$ cat config.mk
export PLATFORM = sky130hd
export DESIGN_NAME = rgb_line_pingpong_ctrl
export DESIGN_NICKNAME = d
export VERILOG_FILES = /design/src/rtl/rgb_line_pingpong_ctrl.sv
export SDC_FILE = /design/constraint.sdc
export NUM_CORES = 1
export LEC_CHECK = 0
export ABC_CLOCK_PERIOD_IN_PS = 4830
export CAP_MARGIN = 15
export CORE_MARGIN = 5
export CORE_UTILIZATION = 55
export DETAILED_ROUTE_END_ITERATION = 12
export GPL_TIMING_DRIVEN = 0
export PLACE_DENSITY = 0.86
export SLEW_MARGIN = 25
export SYNTH_ARGS = -nofsm -noshare
export SYNTH_HDL_FRONTEND = slang
export SYNTH_SLANG_ARGS = --single-unit
$ cat constraint.sdc
create_clock -name clk_in1 -period 4.83 [get_ports clk_in1]
set_clock_uncertainty 0.2 [all_clocks]
set_input_delay 0.7245 -clock clk_in1 [delete_from_list [all_inputs] [get_ports clk_in1]]
set_output_delay 0.7245 -clock clk_in1 [all_outputs]
set_load 0.01 [all_outputs]
$ cat src/rtl/rgb_line_pingpong_ctrl.sv
// rgb_line_pingpong_ctrl: picks a free line-buffer bank per input line and hands completed lines to the reader in order.
// Optional macro RGB_PPC_OVF_CNT_EN adds ovf_cnt, a saturating count of dropped lines.
module rgb_line_pingpong_ctrl #(
    parameter int ADDR_W  = 12,
    parameter int MAX_PIX = 1920
) (
    input  logic              clk_in1,
    input  logic              rst_n,
    input  logic              s_vld,
    input  logic              s_sol,
    input  logic              s_eol,
    input  logic [7:0]        s_r,
    input  logic [7:0]        s_g,
    input  logic [7:0]        s_b,
    output logic [7:0]        bram_a_wdata_r,
    output logic [7:0]        bram_a_wdata_g,
    output logic [7:0]        bram_a_wdata_b,
    output logic [ADDR_W-1:0] bram_a_waddr,
    output logic              bram1_a_wenb,
    output logic              bram2_a_wenb,
    output logic              line_vld,
    output logic              line_bank,
    output logic [ADDR_W:0]   line_len,
    input  logic              line_ack,
    output logic              ovf_pulse,
`ifdef RGB_PPC_OVF_CNT_EN
    output logic [15:0]       ovf_cnt,
`endif
    output logic              err_len
);
    localparam logic [ADDR_W:0] MAX_L = (ADDR_W+1)'(MAX_PIX);
    localparam logic [ADDR_W:0] ONE_L = (ADDR_W+1)'(1);

    typedef enum logic [1:0] {IDLE, WRITE, DROP} state_t;

    state_t            state, state_n;
    logic              bank, bank_n;
    logic [ADDR_W:0]   cnt, cnt_n;
    logic [ADDR_W-1:0] addr_n;
    logic              we, commit, ovf, err;
    logic [1:0]        full, full_n, free;
    logic              ptr, pick, sol, eol, pop;
    logic              pend, pend_bank;
    logic [ADDR_W:0]   pend_len;
    logic              t_vld, t_bank;
    logic [ADDR_W:0]   t_len;
    logic              h_vld_n, h_bank_n, t_vld_n, t_bank_n;
    logic [ADDR_W:0]   h_len_n, t_len_n;

    assign sol  = s_vld & s_sol;
    assign eol  = s_vld & s_eol;
    assign free = ~full;
    assign pick = free[ptr] ? ptr : ~ptr;
    assign pop  = line_ack & line_vld;

    // An early s_sol in WRITE restarts on the same bank, which was never marked full.
    always_comb begin
        state_n = state;
        bank_n  = bank;
        cnt_n   = cnt;
        addr_n  = '0;
        we      = 1'b0;
        commit  = 1'b0;
        ovf     = 1'b0;
        err     = 1'b0;
        if (state == WRITE) begin
            if (sol) begin
                err   = 1'b1;
                we    = 1'b1;
                cnt_n = ONE_L;
            end else if (s_vld) begin
                if (cnt < MAX_L) begin
                    we     = 1'b1;
                    addr_n = cnt[ADDR_W-1:0];
                    cnt_n  = cnt + ONE_L;
                end else begin
                    err = 1'b1;
                end
            end
            if (eol) begin
                commit  = 1'b1;
                state_n = IDLE;
            end
        end else if (sol) begin
            if (|free) begin
                bank_n  = pick;
                we      = 1'b1;
                cnt_n   = ONE_L;
                commit  = eol;
                state_n = eol ? IDLE : WRITE;
            end else begin
                ovf     = 1'b1;
                state_n = eol ? IDLE : DROP;
            end
        end else if (eol) begin
            state_n = IDLE;
        end
    end

    // The bank is reserved at s_eol so a following s_sol cannot pick it before the FIFO push.
    always_comb begin
        full_n = full;
        if (pop) full_n[line_bank] = 1'b0;
        if (commit) full_n[bank_n] = 1'b1;
    end

    always_comb begin
        h_vld_n  = pop ? t_vld : line_vld;
        h_bank_n = pop ? t_bank : line_bank;
        h_len_n  = pop ? t_len : line_len;
        t_vld_n  = pop ? 1'b0 : t_vld;
        t_bank_n = pop ? 1'b0 : t_bank;
        t_len_n  = pop ? '0 : t_len;
        if (pend && !h_vld_n) begin
            h_vld_n  = 1'b1;
            h_bank_n = pend_bank;
            h_len_n  = pend_len;
        end else if (pend) begin
            t_vld_n  = 1'b1;
            t_bank_n = pend_bank;
            t_len_n  = pend_len;
        end
    end

    always_ff @(posedge clk_in1) begin
        if (!rst_n) begin
            state          <= IDLE;
            bank           <= 1'b0;
            cnt            <= '0;
            full           <= '0;
            ptr            <= 1'b0;
            pend           <= 1'b0;
            pend_bank      <= 1'b0;
            pend_len       <= '0;
            line_vld       <= 1'b0;
            line_bank      <= 1'b0;
            line_len       <= '0;
            t_vld          <= 1'b0;
            t_bank         <= 1'b0;
            t_len          <= '0;
            bram1_a_wenb   <= 1'b0;
            bram2_a_wenb   <= 1'b0;
            bram_a_waddr   <= '0;
            bram_a_wdata_r <= '0;
            bram_a_wdata_g <= '0;
            bram_a_wdata_b <= '0;
            ovf_pulse      <= 1'b0;
            err_len        <= 1'b0;
        end else begin
            state        <= state_n;
            bank         <= bank_n;
            cnt          <= cnt_n;
            full         <= full_n;
            ptr          <= ptr ^ commit;
            pend         <= commit;
            line_vld     <= h_vld_n;
            line_bank    <= h_bank_n;
            line_len     <= h_len_n;
            t_vld        <= t_vld_n;
            t_bank       <= t_bank_n;
            t_len        <= t_len_n;
            bram1_a_wenb <= we & ~bank_n;
            bram2_a_wenb <= we & bank_n;
            ovf_pulse    <= ovf;
            err_len      <= err_len | err;
            if (commit) begin
                pend_bank <= bank_n;
                pend_len  <= cnt_n;
            end
            if (we) begin
                bram_a_waddr   <= addr_n;
                bram_a_wdata_r <= s_r;
                bram_a_wdata_g <= s_g;
                bram_a_wdata_b <= s_b;
            end
        end
    end

`ifdef RGB_PPC_OVF_CNT_EN
    always_ff @(posedge clk_in1) begin
        if (!rst_n) ovf_cnt <= '0;
        else if (ovf && ovf_cnt != 16'hFFFF) ovf_cnt <= ovf_cnt + 16'd1;
    end
`endif
endmodule

==> flow_metrics.tcl <==
set metrics [dict create \
    end_kind "register" \
    dieArea_um2 9786 \
    worst_pin_slew_ns 0.8574 \
    crit_cells 6 \
    hold_ws_ns 0.2673 \
    async_flop_share_pct 0 \
    drtIter0Drc 435 \
    synth_cells 509 \
    synth_cell_types 54 \
    cellLeakagePower_nw 1.884 \
    num_vias 4329 \
    path_delay_family "compound AO/OA/AOI/OAI gates" \
    synth-simple-area-share_pct 23.91 \
    synth.avg_cell_area_um2 8.545 \
    drt-total-wl_mm 12.27 \
    finalHoldViolCount 0 \
    cp-start-kind "input port" \
    cp.arrival_ns 2.99 \
    post-synth-top-area-fraction_pct 47.87 \
    tritoncts "yes" \
    grt_usage_pct 24.98 \
    ys_top_cells_by_count "dfxtp_1 (104), nand3_1 (66), a21oi_1 (54)" \
    slew-limit-headroom_pct 42.57 \
    synth_top_family_by_area "simple AND/OR/NAND/NOR gates" \
    cp_cell_sequence "clkdlybuf4s50_1 > nand2_1 > a31oi_1 > clkbuf_1 > o21ai_0 > a21oi_1" \
    worstHoldPathType "reg2reg" \
    htreeDepth 3 \
    synth_seq_cells 104 \
    synth-compound-area-share_pct 21.55 \
    dpl-instance-area_um2 5298 \
    cts_sinks 104 \
    maxClockFrequency_mhz 346.2 \
    synth.area.mux_share_pct 0.2589 \
    crit_buf_inv 2 \
    ir_drop_mv 0.1920 \
    crit_slowest_cell "a31oi_1" \
    ys_seq_area_share_pct 47.87 \
    synthesis.area_um2 4349 \
    postCtsSetupBuffers 0 \
    min-delay-start "bram_a_waddr[11]" \
    clock_latency_ns 0.37 \
    r2r-end "bram_a_wdata_g[1]" \
    reg2reg_from "state[0]" \
    rows 32 \
    grt_max_degree 19 \
    crit_path_max_fanout 10 \
    vias_per_cell 6.106 \
    grt_pass1_wl_mm 19.99 \
    yosysMostFrequentCell "dfxtp_1" \
    synth_fa_ha_area_share_pct 0.5754 \
    critPathMaxStageDelay_ns 0.70 \
    setup_viol_count_final 0 \
    path_clk_slew_ns 0.10 \
    drv_slew 0 \
    fin_crit_sh_pct 59.80 \
    cp.required_ns 4.93 \
    reg2reg_depth 6 \
    drtPass1Iterations 5 \
    yosysTopAreaCell "dfxtp_1" \
    yosysWarnings 0 \
    numCtsBuffers 9 \
    power.density_nw_per_um2 298.3 \
    place_inst 693 \
    critPathKind "in2reg" \
    grt-ovfl-total 0 \
    gr-usage-met3_pct 6.794 \
    synth_flop_cell "dfxtp_1" \
    grt_pass1_vias 4036 \
    ff2ff_setup_slack_ns 2.58 \
    die_w_um 98.93 \
    fin_crit_ns 2.888 \
    areaGrowthSynthToFinish_pct 26.61 \
    gr-usage-met1_pct 32.19 \
    fin_nets 634 \
    cts-root-buf "clkbuf_8" \
    rsz0062_at_grt "no" \
    antenna_found_initial 0 \
    hpwl_mm 8.744 \
    ctsResizeCount 0 \
    drive_gt1_share_pct 6.096 \
    synth_edf_count 0 \
    busiest_layer "met2" \
    diodes 0 \
    synthesis.nets 541 \
    design_area_um2 5507 \
    gp_congestion 0.9459 \
    finalSetupTns_ns 0 \
    initial_core_util_pct 56.28 \
    drc 0 \
    cts_hold_buf 0 \
    synth.area.top_cells "dfxtp_1 (48%), nand3_1 (7.6%), a21oi_1 (6.2%)" \
    core_um2 7727 \
    dieHeight_um 98.93 \
    final_util_pct 71.26 \
    numPortBuffers 82 \
    grtUsageMet2_pct 40.29 \
    max-cap-violations 0 \
    startpoint "s_sol" \
    ios 85 \
    routedWlPerCell_um 17.30 \
    clock_path_buffers 2 \
    status "complete, no violations" \
    ant_nets 0 \
    synthXorXnorAreaFrac_pct 1.208 \
    endpoint "bram_a_wdata_r[5]" \
    fin_cells 709 \
]
## registers in the layout (all words and copies together), names as in the netlist, 8 cells and up
| name | count |
|---|---|
| t_len | 13 |
| line_len | 13 |
| bram_a_wdata_b | 8 |
| bram_a_waddr | 12 |
| cnt | 13 |
| bram_a_wdata_r | 8 |
| pend_len | 13 |
| bram_a_wdata_g | 8 |
## per-stage QoR
stage / power (mW) / setup slack, ns
after floorplan: 0.9978 / 2.574
after global placement: 1.082 / 1.659
after detailed placement: 1.086 / 1.615
after CTS: 1.649 / 2.004
after global routing: 1.707 / 1.816
final: 1.643 / 1.942
## routing by layer
metal | wire, um | vias up
met5 | 0 | -
met4 | 290 | 0
met3 | 1104 | 35
met2 | 5745 | 203
met1 | 5129 | 2041
li1 | - | 2050
## power by group
part / internal, mW / total (mW) / switching [mW]
sequential: 0.878 / 0.891 / 0.0131
clock: 0.264 / 0.573 / 0.309
combinational: 0.0781 / 0.179 / 0.101
total: 1.22 / 1.64 / 0.423
## cell usage in the layout, fill, tap and decap left out, types with 3 or more instances in the layout
cell	count
dfxtp_1	104
clkdlybuf4s50_1	82
nand3_1	66
a21oi_1	54
nand2_1	50
o21ai_0	35
clkbuf_1	32
nor2_1	24
a311oi_1	15
buf_2	11
clkbuf_8	10
a22o_1	9
nand4_1	8
inv_1	6
and3_1	6
o22ai_1	6
xnor2_1	6
and2_1	5
nand3b_1	5
nor4_1	5
nand2b_1	4
and4_1	3
nor3_1	3
a31oi_1	3
o211ai_1	3
a211o_1	3
o2111ai_1	3
a32o_1	3
inv_6	3
## logic make-up after synthesis
| family | count (synthesis) |
|---|---|
| AND/OR/NAND/NOR | 198 |
| AO/OA/AOI/OAI | 148 |
| flip-flops | 104 |
| buffers and inverters | 50 |
| XOR/XNOR | 6 |
| adder cells (fa/ha/maj) | 2 |
| multiplexers | 1 |
## worst register-to-register path: stages, from the launching register on
cell      delay [ns]
dfxtp_1         0.40
nor2b_1         0.34
buf_2           0.30
nand3_1         0.34
clkbuf_1        0.33
nand3_1         0.15
a21oi_1         0.07
## how the worst min path moves through the flow
| stage | slack [ns] | end | cells after the start |
|---|---|---|---|
| after floorplan | 0.23 | t_vld | 2 |
| after global placement | 0.24 | bram_a_waddr[11] | 1 |
| after detailed placement | 0.25 | bram_a_waddr[11] | 1 |
| after CTS | 0.27 | t_vld | 2 |
| after global routing | 0.29 | bram_a_wdata_b[3] | 2 |
| final | 0.27 | bram_a_waddr[11] | 1 |
## layout make-up
class                      instances  area, um^2
timing repair buffer              82       820.8
buffer                            44       178.9
clock inverter                     5       67.56
fill                             619        2221
sequential                       104        2082
inverter                           6       22.52
multi-input combinational        355        2066
clock buffer                      11       141.4
tap                              102       127.6
Note: power is estimated with default switching activity, not from simulation.
